**src/rtl/arm_disp_pkg.sv**
```systemverilog
// Shared constants, FSM state type and byte-select helpers for the result page sequencer.
package arm_disp_pkg;
   localparam int RESULT_W   = 400;
   localparam int NUM_BYTES  = RESULT_W / 8;
   localparam int PAGE_BYTES = 32;
   localparam int NUM_PAGES  = (NUM_BYTES + PAGE_BYTES - 1) / PAGE_BYTES;
   localparam logic [7:0] CHR_SPACE = 8'h20;

   typedef enum logic [1:0] {IDLE, LOAD, NEXT, STREAM} state_t;

   function automatic logic [5:0] glob_idx(input logic pg, input logic [4:0] k);
      glob_idx = 6'(int'(pg) * PAGE_BYTES + int'(k));
   endfunction

   // Byte 0 sits in the MSBs; indices past the result read as blanks.
   function automatic logic [7:0] byte_sel(input logic [RESULT_W-1:0] v, input logic [5:0] g);
      logic [RESULT_W-1:0] sh;
      sh = v << {g, 3'b000};
      if (int'(g) >= NUM_BYTES) byte_sel = CHR_SPACE;
      else                      byte_sel = sh[RESULT_W-1 -: 8];
   endfunction
endpackage

```
**src/rtl/result_page_sequencer_key_debounce.sv**
```systemverilog
// Push-button conditioner: 2-FF synchronizer, stability counter, one-cycle pulse on press (1->0).
module key_debounce #(
   parameter int DEBOUNCE_CYC = 1_000_000
) (
   input  logic clk,
   input  logic rst,
   input  logic key_in,
   output logic press
);
   localparam int CW = $clog2(DEBOUNCE_CYC + 1);
   localparam logic [CW-1:0] LAST = CW'(DEBOUNCE_CYC - 1);

   logic [1:0]    sync_q;
   logic          level;
   logic [CW-1:0] cnt;
   logic          sync;

   assign sync = sync_q[1];

   always_ff @(posedge clk or posedge rst) begin
      if (rst) begin
         sync_q <= 2'b11;
         level  <= 1'b1;
         cnt    <= '0;
         press  <= 1'b0;
      end else begin
         sync_q <= {sync_q[0], key_in};
         press  <= 1'b0;
         if (sync != level) begin
            if (cnt == LAST) begin
               level <= sync;
               cnt   <= '0;
               press <= ~sync;
            end else begin
               cnt <= cnt + 1'b1;
            end
         end else begin
            cnt <= '0;
         end
      end
   end
endmodule

```
**src/rtl/result_page_sequencer.sv**
```systemverilog
// Snapshots the recognition result on done rising edge and streams 32-char LCD pages over valid/ready.
module result_page_sequencer
   import arm_disp_pkg::*;
#(
   parameter int DEBOUNCE_CYC = 1_000_000
) (
   input  logic                sys_clk,
   input  logic                sys_rst,
   input  logic                done,
   input  logic [RESULT_W-1:0] result,
   input  logic                key_in,
   output logic                chr_valid,
   input  logic                chr_ready,
   output logic [7:0]          chr_data,
   output logic [4:0]          chr_pos,
   output logic                page_idx,
   output logic                busy,
   output logic [7:0]          drop_cnt
);
   localparam logic [4:0] LAST_K = 5'(PAGE_BYTES - 1);

   state_t              state;
   logic                done_q;
   logic                done_rise;
   logic                key_press;
   logic                res_pend;
   logic                key_pend;
   logic [RESULT_W-1:0] shadow;
   logic [RESULT_W-1:0] active;
   logic                next_page;

   assign done_rise = done & ~done_q;
   assign next_page = (int'(page_idx) == NUM_PAGES - 1) ? 1'b0 : page_idx + 1'b1;

   key_debounce #(.DEBOUNCE_CYC(DEBOUNCE_CYC)) u_key (
      .clk    (sys_clk),
      .rst    (sys_rst),
      .key_in (key_in),
      .press  (key_press)
   );

   always_ff @(posedge sys_clk or posedge sys_rst) begin
      if (sys_rst) begin
         state     <= IDLE;
         done_q    <= 1'b0;
         res_pend  <= 1'b0;
         key_pend  <= 1'b0;
         shadow    <= '0;
         active    <= '0;
         page_idx  <= 1'b0;
         chr_valid <= 1'b0;
         chr_data  <= 8'h00;
         chr_pos   <= '0;
         busy      <= 1'b0;
         drop_cnt  <= '0;
      end else begin
         done_q <= done;
         if (done_rise) shadow <= result;
         // A pending snapshot being moved to active this cycle is not a drop.
         if (done_rise && res_pend && state != LOAD && drop_cnt != 8'hFF)
            drop_cnt <= drop_cnt + 1'b1;

         case (state)
            IDLE: begin
               if (res_pend)      state <= LOAD;
               else if (key_pend) state <= NEXT;
            end
            LOAD: begin
               active    <= shadow;
               res_pend  <= 1'b0;
               key_pend  <= 1'b0;
               page_idx  <= 1'b0;
               chr_pos   <= '0;
               chr_data  <= byte_sel(shadow, glob_idx(1'b0, 5'd0));
               chr_valid <= 1'b1;
               busy      <= 1'b1;
               state     <= STREAM;
            end
            NEXT: begin
               page_idx  <= next_page;
               key_pend  <= 1'b0;
               chr_pos   <= '0;
               chr_data  <= byte_sel(active, glob_idx(next_page, 5'd0));
               chr_valid <= 1'b1;
               busy      <= 1'b1;
               state     <= STREAM;
            end
            STREAM: begin
               if (chr_ready) begin
                  if (chr_pos == LAST_K) begin
                     chr_valid <= 1'b0;
                     busy      <= 1'b0;
                     state     <= IDLE;
                  end else begin
                     chr_pos  <= chr_pos + 1'b1;
                     chr_data <= byte_sel(active, glob_idx(page_idx, chr_pos + 1'b1));
                  end
               end
            end
            default: state <= IDLE;
         endcase

         // New events win over same-cycle clears so nothing is lost.
         if (done_rise) res_pend <= 1'b1;
         if (key_press) key_pend <= 1'b1;
      end
   end
endmodule
```
**config.mk**
```make
export PLATFORM = sky130hd
export DESIGN_NAME = result_page_sequencer
export DESIGN_NICKNAME = d
export VERILOG_FILES = /design/src/rtl/arm_disp_pkg.sv /design/src/rtl/result_page_sequencer_key_debounce.sv /design/src/rtl/result_page_sequencer.sv
export SDC_FILE = /design/constraint.sdc
export NUM_CORES = 2
export LEC_CHECK = 0
export CELL_PAD_IN_SITES_DETAIL_PLACEMENT = 1
export CELL_PAD_IN_SITES_GLOBAL_PLACEMENT = 1
export CORE_MARGIN = 3
export CORE_UTILIZATION = 45
export CTS_CLUSTER_DIAMETER = 200
export DETAILED_ROUTE_END_ITERATION = 8
export HOLD_SLACK_MARGIN = 0.03
export PLACE_DENSITY = 0.79
export SKIP_CTS_REPAIR_TIMING = 1
export SLEW_MARGIN = 20
export SYNTH_ARGS = -nofsm -noshare
export SYNTH_HDL_FRONTEND = slang
export SYNTH_SLANG_ARGS = --single-unit
```
**constraint.sdc**
```tcl
create_clock -name sys_clk -period 45.4 [get_ports sys_clk]
set_input_delay 13.62 -clock sys_clk [delete_from_list [all_inputs] [get_ports sys_clk]]
set_output_delay 13.62 -clock sys_clk [all_outputs]
set_load 0.02 [all_outputs]
```
==> flow_summary.toml <==
[worst_setup_path]
cp_top_family = "buffers and inverters"
cp_slowest_cell = "buf_12"
worstSetupEndpoint = "shadow[25]"
end_kind = "async pin"
arrival_ps = 16710
cp.depth = 5
cp_max_fo = 191
r2r_end = "chr_data[1]"
crit_buf_inv = 5
path_class = "in -> async"
r2r_start = "chr_pos[0]"
r2r_cells = 8
r2r_slack_ps = 40350
cp-start-kind = "input pin"
worstSetupStartpoint = "sys_rst"
max_stage_delay_ps = 810
required_ps = 46000
path_cells = "clkdlybuf4s50_1 -> inv_8 -> buf_16 -> buf_4 -> buf_12"

[detailed_routing]
drcViolationCount = 0
drt-initial-drc-count = 1566
vias = 24710
wl_um = 106300
drt-pass1-iter-count = 5
viasPerCell = 5.362
final_antenna_net_count = 0
wire_per_inst_um = 23.07

[cts]
ctsHtreeMaxLevel = 3
cts_buffers = 91
cts_buffer_depth = 3
clk_latency_ps = 650
root_buffer = "clkbuf_16"
cts_sinks = 852
cts_tree = "built"
clk_pin_slew_ps = 60

[run_status]
status = "complete, no violations"

[global_routing]
grt_pass1_vias = 28000
met1_usage_pct = 32.68
antenna_found_initial = 10
global_route.peak_usage_layer = "met2"
grt_pass1_wl_um = 164600
use_met3_pct = 4.363
grt_max_degree = 192
gr-total-overflow = 0
grt_use_total_pct = 25.79
use_met2_pct = 45.22

[sta]
worst-slew-pin-transition_ps = 1260
rsz0062_at_grt = "no"
finalHoldViolCount = 0
skew_ps = 24.25
relSlewSlack_pct = 16.02
setup_viol = 0
hold-worst-slack_ps = 358.8
post-route-min-period_ps = 16110
maxSlewViolCount = 0
fmax_ghz = 0.06208
timing.final.crit_share_pct = 35.48
fin_setup_tns_ps = 0

[cells_and_area]
areaGrowthSynthToFinish_pct = 23.04
drive_gt1_share_pct = 18.69
fillerInstances = 8016
nNetsFinal = 3907
final_core_util_pct = 56.32
multi_input_area_mm2 = 0.01359
design_area_mm2 = 0.04399
register_area_mm2 = 0.02133

[placement]
globalplace.congestion = 0.8572
dp_hpwl_um = 71850
port-buffer-count = 428
dpl_cell_area_mm2 = 0.04078

[die]
core_area_mm2 = 0.07810
dieArea_mm2 = 0.08287
rows = 102
die_w_um = 287.9
io_pins = 429
die_h_um = 287.9
initial_core_util_pct = 45.78

[power_and_ir_drop]
power.share.clock_pct = 27.8
finalPower_uw = 2776
swShare_pct = 31.58
internal-power_uw = 1899
power_frac_comb_pct = 31.5
vdd_ir_drop_max_v = 0.00006329
sequentialPowerShare_pct = 40.7
p_per_area_mw_per_mm2 = 63.09
leakagePower_uw = 0.02063
p_sw_uw = 876.5

[synth]
synth_seq_cells = 852
netlist_area_mm2 = 0.03576
synthCells = 3133
synth_edf_count = 0
synthFlopType = "dfrtp_1"
syn_area_per_cell_um2 = 11.41
async_reset_ff_share_pct = 100.0
yosys_warnings = 0
syn-num-nets = 3548
seq_area_frac_synth_pct = 59.64
ys_types = 50

[run]
drv_cap = 0

[worst_hold_path]
holdCritPathClass = "reg -> reg"
-- layout make-up --
cell class,instances,share of cell area (%)
flip-flops and latches,852,48.48
multi-input cells,2083,30.89
repair buffers,454,10.49
clock buffers,138,6.155
well taps,1040,2.958
clock inverters,26,0.8959
inverters,10,0.1024
diodes,5,0.02844
-- synth_stat cells, drive strengths merged, types with 2 or more instances --
library cell	count	share of area, %
nor2	38	0.40
xor2	16	0.41
dfstp	3	0.22
and3	3	0.052
a22o	4	0.098
nor2b	6	0.10
a211oi	13	0.27
xnor2	14	0.36
inv	10	0.10
ha	10	0.35
nand2	1280	13
nor3b	4	0.084
and2	6	0.10
and4	8	0.20
nand3	27	0.38
a22oi	14	0.29
a21oi	13	0.18
mux4	79	5.0
buf	31	0.71
a21o	2	0.042
clkbuf	157	1.7
a31oi	4	0.070
mux2	411	13
nand4	9	0.16
o21ai	13	0.18
nor3	5	0.070
o211ai	7	0.15
a32oi	8	0.20
nand2b	13	0.23
mux2i	67	1.9
dfrtp	849	59
-- cells in the final DEF (no fill, tap or decap), types with 13 or more instances in the layout --
master           Yosys  routed
buf_4                5      15
a211oi_1            13      13
xor2_1              15      15
clkbuf_16            0      94
nand2_1           1280    1280
a22oi_1             14      14
mux2_2             411     411
clkbuf_1           154      25
nor2_1              38      38
clkdlybuf4s50_1      0     428
nand3_1             27      27
dfrtp_1            849     848
mux2i_1             67      67
clkbuf_8             2      19
o21ai_0             13      13
mux4_2              76      76
-- cells by family (layout without fill, tap and decap cells) --
kind of cell,after synthesis,count (layout),share of synthesized area (%)
and+or+nand+nor,1403,1403,15.29
DFF,852,852,59.64
muxes,557,557,19.83
buffers and inverters,198,628,2.527
AOI/OAI and AO/OA,83,83,1.592
xor gates and xnor gates,30,30,0.7769
adders and majority gates,10,10,0.3499
other,0,5,0
-- routing by layer --
layer	wire length, um	vias to the layer above
met5	69	-
met4	3266	10
met3	4553	180
met2	55110	529
met1	43300	12920
li1	-	11070
-- worst register-to-register path, delay by kind of cell (launching register included) --
kind / cells / cell delay, ps
AO/OA/AOI/OAI: 3 / 540
adder cells (fa/ha/maj): 1 / 760
buffers and inverters: 2 / 1730
flip-flops: 1 / 870
multiplexers: 2 / 1010
-- per-stage QoR --
step	std cells	setup WS, ps
floorplan	3133	7845
global placement	4436	28680
detailed placement	4436	28590
CTS	4600	29240
global route	4603	28900
finish	4608	29290
-- power groups by stage --
| stage | registers [uW] | clock network [uW] | logic, uW |
|---|---|---|---|
| after floorplan | 1080 | 0 | 625 |
| after global placement | 1120 | 0 | 835 |
| after detailed placement | 1140 | 0 | 869 |
| after CTS | 1130 | 784 | 880 |
| after global routing | 1150 | 817 | 939 |
| final | 1130 | 772 | 875 |
-- how the worst min path moves through the flow --
stage	startpoint	endpoint	slack [ps]	cells past startpoint
4_1_cts	u_key.sync_q[0]	u_key.sync_q[1]	360	0
3_5_place_dp	u_key.sync_q[0]	u_key.sync_q[1]	350	0
2_1_floorplan	u_key.sync_q[0]	u_key.sync_q[1]	350	0
5_1_grt	u_key.sync_q[0]	u_key.sync_q[1]	370	0
6_report	u_key.sync_q[0]	u_key.sync_q[1]	360	0
3_3_place_gp	u_key.sync_q[0]	u_key.sync_q[1]	350	0
-- sequential cells by signal, summed over array words and instances, names as in the netlist --
name and flops:
u_key.press 1, done_q 1, u_key.sync_q 2, res_pend 1, chr_pos 5, drop_cnt 8
busy 1, page_idx 1, chr_data 8, u_key.cnt 20, u_key.level 1, active 400
key_pend 1, shadow 400, state 2
No activity file was read; power rests on OpenSTA's default activity.
